--- config.mk ---
export PLATFORM = sky130hd
export DESIGN_NAME = red_pitaya_na_sweep_averager
export DESIGN_NICKNAME = d
export VERILOG_FILES = /design/src/rtl/red_pitaya_na_sweep_averager.sv
export SDC_FILE = /design/constraint.sdc
export NUM_CORES = 2
export LEC_CHECK = 0
export BUFFER_PORTS_ARGS = -buffer_cell sky130_fd_sc_hd__buf_2
export CAP_MARGIN = 5
export CORE_MARGIN = 1.5
export CORE_UTILIZATION = 59
export DETAILED_ROUTE_END_ITERATION = 8
export PLACE_DENSITY_LB_ADDON = 0.25
export SYNTH_ARGS = -nofsm -noshare
export SYNTH_HDL_FRONTEND = slang
export SYNTH_SLANG_ARGS = --single-unit
--- constraint.sdc ---
create_clock -name clk_i -period 41.3 [get_ports clk_i]
set_input_delay 12.39 -clock clk_i [delete_from_list [all_inputs] [get_ports clk_i]]
set_output_delay 12.39 -clock clk_i [all_outputs]
set_load 0.005 [all_outputs]
--- src/rtl/red_pitaya_na_sweep_averager.sv ---
// Network-analyzer sweep engine: steps the fgen frequency word, lets the
// analog chain settle, integrates NCH demodulated quadratures per point and
// queues {point index, sums} in a first-word-fall-through result FIFO.
module red_pitaya_na_sweep_averager #(
  parameter int NCH       = 2,
  parameter int INBITS    = 24,
  parameter int SUMBITS   = 62,
  parameter int PHASEBITS = 32,
  parameter int CNTBITS   = 32,
  parameter int FIFOLOG2  = 4
) (
  input  logic                     clk_i,
  input  logic                     rst_i,
  input  logic                     start_i,
  input  logic                     abort_i,
  input  logic [PHASEBITS-1:0]     f_start_i,
  input  logic [PHASEBITS-1:0]     f_step_i,
  input  logic [CNTBITS-1:0]       n_points_i,
  input  logic [CNTBITS-1:0]       sleep_i,
  input  logic [CNTBITS-1:0]       avg_i,
  input  logic [NCH*INBITS-1:0]    dat_i,
  output logic [PHASEBITS-1:0]     freq_o,
  output logic                     freq_upd_o,
  output logic                     busy_o,
  output logic                     done_o,
  output logic                     res_valid_o,
  input  logic                     res_ready_i,
  output logic [NCH*SUMBITS-1:0]   res_data_o,
  output logic [CNTBITS-1:0]       res_index_o
);

  localparam int DEPTH = 1 << FIFOLOG2;
  localparam int CW    = FIFOLOG2 + 1;
  localparam int SW    = NCH * SUMBITS;
  localparam int EW    = CNTBITS + SW;
  localparam logic [CW-1:0] FULL_CNT = CW'(DEPTH);

  localparam logic [2:0] S_IDLE  = 3'd0;
  localparam logic [2:0] S_SLEEP = 3'd1;
  localparam logic [2:0] S_AVG   = 3'd2;
  localparam logic [2:0] S_PUSH  = 3'd3;
  localparam logic [2:0] S_DONE  = 3'd4;

  // Widen one signed quadrature to accumulator width.
  function automatic logic signed [SUMBITS-1:0] sext(input logic signed [INBITS-1:0] x);
    return {{(SUMBITS-INBITS){x[INBITS-1]}}, x};
  endfunction

  logic [2:0]                state;
  logic [CNTBITS-1:0]        cnt;
  logic [CNTBITS-1:0]        idx;
  logic [CNTBITS-1:0]        n_lat;
  logic [CNTBITS-1:0]        sleep_lat;
  logic [CNTBITS-1:0]        avg_lat;
  logic [PHASEBITS-1:0]      step_lat;
  logic signed [SUMBITS-1:0] sum [NCH];
  logic [SW-1:0]             sums_flat;

  logic [EW-1:0]             mem [DEPTH];
  logic [FIFOLOG2-1:0]       wr_ptr;
  logic [FIFOLOG2-1:0]       rd_ptr;
  logic [CW-1:0]             count;
  logic                      full;
  logic                      wr_en;
  logic                      rd_en;
  logic [EW-1:0]             head;

  assign full        = (count == FULL_CNT);
  assign wr_en       = (state == S_PUSH) && !full && !abort_i && !rst_i;
  assign res_valid_o = (count != '0);
  assign rd_en       = res_valid_o && res_ready_i;
  assign busy_o      = (state != S_IDLE);
  assign done_o      = (state == S_DONE);
  assign head        = mem[rd_ptr];
  // Empty FIFO presents zeros rather than stale storage.
  assign res_data_o  = res_valid_o ? head[SW-1:0] : '0;
  assign res_index_o = res_valid_o ? head[EW-1:SW] : '0;

  // Flatten per-channel sums, ch0 in the LSBs.
  always_comb begin
    sums_flat = '0;
    for (int c = 0; c < NCH; c++) begin
      sums_flat[c*SUMBITS +: SUMBITS] = sum[c];
    end
  end

  // Sweep sequencer: settle, integrate, push, advance frequency.
  always_ff @(posedge clk_i) begin
    if (rst_i) begin
      state      <= S_IDLE;
      cnt        <= '0;
      idx        <= '0;
      n_lat      <= '0;
      sleep_lat  <= '0;
      avg_lat    <= '0;
      step_lat   <= '0;
      freq_o     <= '0;
      freq_upd_o <= 1'b0;
      for (int c = 0; c < NCH; c++) sum[c] <= '0;
    end else begin
      freq_upd_o <= 1'b0;
      if (abort_i) begin
        state <= S_IDLE;
      end else begin
        case (state)
          S_IDLE: begin
            if (start_i) begin
              n_lat     <= n_points_i;
              sleep_lat <= sleep_i;
              avg_lat   <= avg_i;
              step_lat  <= f_step_i;
              if (n_points_i == '0) begin
                state <= S_DONE;
              end else begin
                freq_o     <= f_start_i;
                freq_upd_o <= 1'b1;
                idx        <= '0;
                cnt        <= sleep_i;
                for (int c = 0; c < NCH; c++) sum[c] <= '0;
                state      <= S_SLEEP;
              end
            end
          end
          S_SLEEP: begin
            if (cnt == '0) begin
              cnt   <= avg_lat;
              state <= S_AVG;
            end else begin
              cnt <= cnt - CNTBITS'(1);
            end
          end
          S_AVG: begin
            // cnt holds samples still to take; zero means an empty average.
            if (cnt != '0) begin
              for (int c = 0; c < NCH; c++) begin
                sum[c] <= sum[c] + sext(dat_i[c*INBITS +: INBITS]);
              end
              cnt <= cnt - CNTBITS'(1);
            end
            if (cnt <= CNTBITS'(1)) state <= S_PUSH;
          end
          S_PUSH: begin
            // Held here while the FIFO is full; the sweep simply pauses.
            if (!full) begin
              if (idx == n_lat - CNTBITS'(1)) begin
                state <= S_DONE;
              end else begin
                idx        <= idx + CNTBITS'(1);
                freq_o     <= freq_o + step_lat;
                freq_upd_o <= 1'b1;
                cnt        <= sleep_lat;
                for (int c = 0; c < NCH; c++) sum[c] <= '0;
                state      <= S_SLEEP;
              end
            end
          end
          S_DONE: begin
            state <= S_IDLE;
          end
          default: state <= S_IDLE;
        endcase
      end
    end
  end

  // FIFO pointers and occupancy; abort discards everything queued.
  always_ff @(posedge clk_i) begin
    if (rst_i || abort_i) begin
      wr_ptr <= '0;
      rd_ptr <= '0;
      count  <= '0;
    end else begin
      if (wr_en) wr_ptr <= wr_ptr + FIFOLOG2'(1);
      if (rd_en) rd_ptr <= rd_ptr + FIFOLOG2'(1);
      case ({wr_en, rd_en})
        2'b10:   count <= count + CW'(1);
        2'b01:   count <= count - CW'(1);
        default: count <= count;
      endcase
    end
  end

  // FIFO storage, data only.
  always_ff @(posedge clk_i) begin
    if (wr_en) mem[wr_ptr] <= {idx, sums_flat};
  end

endmodule
# Word level (Yosys, flattened, before mapping)
# Memories as Yosys holds them, arrays and structs flattened. A register that Yosys moved wholly into a read port is not among the register bits.
# Index checks and enable logic that the tools add are counted.
classes:
  add_sub_neg: 10
  magnitude_cmp: 1
  eq_ne: 15
  n_mux: 57
  bitwise: 7
  n_reduce_logical: 22
ops:
  columns: ["cell", "n"]
  rows:
  - ["$mux 32", 15]
  - ["$mux 62", 6]
  - ["$pmux 32 s2", 2]
  - ["$pmux 32 s4", 1]
  - ["$add 62x24->62", 2]
  - ["$mux 124", 1]
  - ["$logic_not 32->1", 2]
  - ["$sub 32x1->32 const B", 2]
  - ["$add 32x1->32 const B", 1]
  - ["$add 32x32->32", 1]
  - ["$eq 32x32->1", 1]
  - ["$le 32x1->1 const B", 1]
  - ["$reduce_bool 32->1", 1]
  - ["$mux 1", 21]
  - ["$mux 3", 6]
  - ["$ne 2x2->1 const B", 7]
  - ["$pmux 3 s4", 1]
  - ["$pmux 5 s2", 1]
  - ["$add 4x1->4 const B", 2]
  - ["$mux 4", 2]
  - ["$reduce_and 7->1", 1]
  - ["$eq 3x2->1 const B", 2]
  - ["$or 1x1->1", 6]
  - ["$reduce_and 6->1", 1]
  - ["20 further kinds", 26]
totals:
  regBits: 241
  ram_bits: 2620
  inputBits: 213
  output_inout_bits: 192
  word_cells: 126
  mem_count: 2
memory_table:
  columns: ["name", "depth", "width", "rd", "rd_ports_with_merged_regs", "wr", "line_no", "text"]
  rows:
  - ["mem", 16, 156, 1, 1, 1, "59", "logic [EW-1:0] mem [DEPTH];"]
  - ["sum", 2, 62, 2, 0, 2, "56", "logic signed [SUMBITS-1:0] sum [NCH];"]

# Logic depth before layout (Yosys ltp)
logic_depth:
  ltp_word: 10
  ltp_mapped: 16
  ltp_nobuf: 13

# Worst setup path after synthesis
# OpenSTA, ideal clock, no wires.
synth_path:
  path_type: "in2reg"
  from: "input port rst_i"
  to: "memory mem[3][0] in the netlist's numbering (enable)"
  setup_time_ns: 0.863
  t_arrival_ns: 24.066
  slack_ns: 16.371
  path_stages: 6
  path_buffers: 2
  cell_sequence: "clkbuf_1 or2_2 clkbuf_1 nor3_1 nand2_1 nor3_1"
synth_via:
  elab_chain_len: 4
synth_rtl:
  columns: ["element", "line_no", "text"]
  rows:
  - ["from (decl)", "13", "input logic rst_i,"]
  - ["$logic_not 1->1", "69", "assign wr_en = (state == S_PUSH) && !full && !abort_i && !rst_i;"]
  - ["$logic_and 1x1->1", "69", null]
  - ["$mux 1", "185", "if (wr_en) mem[wr_ptr] <= {idx, sums_flat};"]
  - ["$mux 1 (not written as such)", "185", null]
  - ["to (decl)", "59", null]
# No other way between the ends.

==> impl_metrics.env <==
export IMPL_finalCriticalPeriod_ns=19.14
export IMPL_final_nets=7517
export IMPL_std_cell_rows=164
export IMPL_cts_resized=0
export IMPL_cts_tree="yes"
export IMPL_relSlewSlack_pct=20.31
export IMPL_peakVddDrop_mv=0.04781
export IMPL_yosys_top_cells_area="edfxtp_1 66%, mux4_2 15%, dfxtp_1 4.1%, ha_1 1.8%, a21oi_1 1.5%"
export IMPL_synthFlopType="edfxtp_1"
export IMPL_fillers=12900
export IMPL_synth_edff_count=2620
export IMPL_clock_insertion_delay_worst_skew_ns=0.93
export IMPL_yosys_area_top_type_share_pct=66.10
export IMPL_drc=0
export IMPL_syn_area_per_cell_um2=17.79
export IMPL_hold_buffers=0
export IMPL_path_buf_inv=5
export IMPL_yosysTopAreaCell="edfxtp_1"
export IMPL_wire_per_inst_um=29.23
export IMPL_power_uw=6031
export IMPL_vias_per_cell=6.546
export IMPL_drt_wl_total_mm=292.8
export IMPL_fin_util_pct=66.70
export IMPL_place_congestion=0.8932
export IMPL_die_w_um=452.1
export IMPL_numCtsBuffers=304
export IMPL_outcome="complete, no violations"
export IMPL_clk_pin_slew_ns=0.05
export IMPL_async_reset_ff_share_pct=0
export IMPL_cts_sinks=2865
export IMPL_cp_start_kind="flip-flop"
export IMPL_top_regs="mem: 2496 flops, sum: 124 flops"
export IMPL_vias=65580
export IMPL_tns_ns=0
export IMPL_largest_register_ffs=2496
export IMPL_syn_num_nets=7075
export IMPL_layout_drive_gt1_share_pct=23.90
export IMPL_finalMaxSlewViolations=0
export IMPL_hpwl_mm=155.4
export IMPL_io_pins=405
export IMPL_cts_setup_buffers=0
export IMPL_fp_coreArea_um2=200100
export IMPL_min_delay_path_class="flip-flop to flip-flop"
export IMPL_fp_dieH_um=452.1
export IMPL_clockBufferDepth=4
export IMPL_fmax_ghz=0.05224
export IMPL_worstPathCellList="buf_4 -> buf_4 -> buf_4 -> buf_4 -> mux4_2 -> mux4_2 -> and2_1 -> buf_2"
export IMPL_gr_usage_met3_pct=4.894
export IMPL_drt_initial_drc_count=8073
export IMPL_fin_crit_sh_pct=46.35
export IMPL_worstMarginPinSlew_ns=1.195
export IMPL_cpLargestDelayFamily="buffers and inverters"
export IMPL_portBuffers=404
export IMPL_busiest_layer="met2"
export IMPL_firstDrtPassIters=6
export IMPL_area_delta_synth_final_pct=12.11
export IMPL_cp_end_kind="primary output"
export IMPL_antenna_found_initial=31
export IMPL_finalHoldViolCount=0
export IMPL_ctsRootBufferMaster="clkbuf_16"
export IMPL_grt_max_degree=161
export IMPL_yosysSeqAreaShare_pct=70.22
export IMPL_cp_arrival_ns=6.75
export IMPL_critPathKind="flip-flop to primary output"
export IMPL_use_met1_pct=39.78
export IMPL_syn_instance_count=6691
export IMPL_clock_skew_ns=0.05274
export IMPL_crit_path_max_incr_delay_ns=0.92
export IMPL_leakagePower_uw=0.04411
export IMPL_grt_use_met2_pct=46.46
export IMPL_grt_pass1_vias=66000
export IMPL_cpMostUsedCell="buf_4"
export IMPL_htree_num_levels=5
export IMPL_ys_seq_elements=2865
export IMPL_track_usage_pct=28.67
export IMPL_critPathSlowestCell="buf_4"
export IMPL_crit_fanout=54
export IMPL_antenna_left=0
export IMPL_syn_area_um2=119000
export IMPL_multi_input_area_um2=34020
export IMPL_initial_core_util_pct=59.49
export IMPL_grt_pass1_wl_mm=431.5
export IMPL_synth_common_cells="2620 x edfxtp_1, 780 x mux4_2, 454 x nand2_1, 361 x a21oi_1, 312 x nor2_1"
export IMPL_dieArea_um2=204400
export IMPL_crit_required_ns=28.91
export IMPL_rsz0062_at_grt="no"
export IMPL_yosysUniqueCellTypes=73
export IMPL_top_register="mem"
export IMPL_cap_violations=0
export IMPL_seq_area_um2=83600
export IMPL_setup_viol=0
export IMPL_yosysMostFrequentCell="edfxtp_1"
export IMPL_gr_total_overflow=0
export IMPL_yosysWarningCount=0
export IMPL_p_per_area_nw_per_um2=45.20
-- layout by cell type, fill, tap and decap left out, types with 79 or more instances in the layout --
master,Yosys,routed
nand2_1,454,453
clkbuf_16,0,313
a21o_1,82,82
dfxtp_1,245,241
buf_2,5,403
ha_1,167,167
o21ai_0,135,134
a21oi_1,361,361
buf_4,2,84
and2_1,174,174
xnor2_1,138,138
mux4_2,780,780
clkbuf_1,306,79
nor2_1,312,298
edfxtp_1,2620,2620
-- metrics by stage --
stage / cell area, um^2 / setup slack [ns] / cells / hold slack [ns]
final: 133400 / 22.16 / 10020 / 0.4552
after global routing: 133400 / 21.40 / 10020 / 0.4744
after CTS: 133400 / 21.77 / 10010 / 0.4551
after detailed placement: 124000 / 22.81 / 9483 / 0.4473
after global placement: 124000 / 22.87 / 9483 / 0.4416
after floorplan: 119000 / 16.37 / 6691 / 0.4312
-- cell families (layout without fill, tap and decap cells) --
family	Yosys count	count (layout)	share of synthesized area (%)
xor+xnor	211	211	1.553
other cells	0	12	0
fa+ha+maj	171	171	1.823
simple gates	1339	1339	5.377
buf+inv	420	1080	1.349
compound gates	874	874	4.656
flops	2865	2865	70.22
mux	811	811	15.02
-- power breakdown --
| group | internal (uW) | switching [uW] |
|---|---|---|
| logic | 83.9 | 133 |
| registers | 3170 | 40.4 |
| clock network | 1520 | 1080 |
-- worst register-to-register path, delay by kind of cell, from the launching register on --
| kind | cells | cell delay, ns |
|---|---|---|
| and+or+nand+nor | 8 | 3.46 |
| buffers and inverters | 3 | 1.21 |
| DFF | 1 | 0.38 |
| xor gates and xnor gates | 1 | 0.11 |
| adders and majority gates | 1 | 0.30 |
-- worst paths after layout --
kind | slack [ns] | from | end | cells past startpoint
max | 22.16 | flip-flop | res_data_o[116] | 8
min | 0.46 | sleep_lat[4]$_SDFFE_PP0P_ | sleep_lat[4]$_SDFFE_PP0P_ | 2
max reg2reg | 35.51 | n_lat[0]$_SDFFE_PP0P_ | sum[0][101]$_SDFFCE_PP0P_ | 13
min reg2reg | 0.46 | sleep_lat[4]$_SDFFE_PP0P_ | sleep_lat[4]$_SDFFE_PP0P_ | 2
-- area by class of cell --
| class | instances | share of cell area [%] |
|---|---|---|
| Tap cell | 2656 | 2.490 |
| Inverter | 57 | 0.1603 |
| Timing Repair Buffer | 499 | 2.158 |
| Multi-Input combinational cell | 3406 | 25.50 |
| Clock buffer | 402 | 6.195 |
| Sequential cell | 2865 | 62.65 |
| Antenna cell | 12 | 0.02250 |
| Clock inverter | 122 | 0.8280 |
-- routing by layer --
layer | up-vias | wire length [um]
li1 | 27800 | -
met1 | 33840 | 112400
met2 | 3324 | 143400
met3 | 593 | 25980
met4 | 28 | 10790
met5 | - | 169
(Power assumes the default switching activity.)
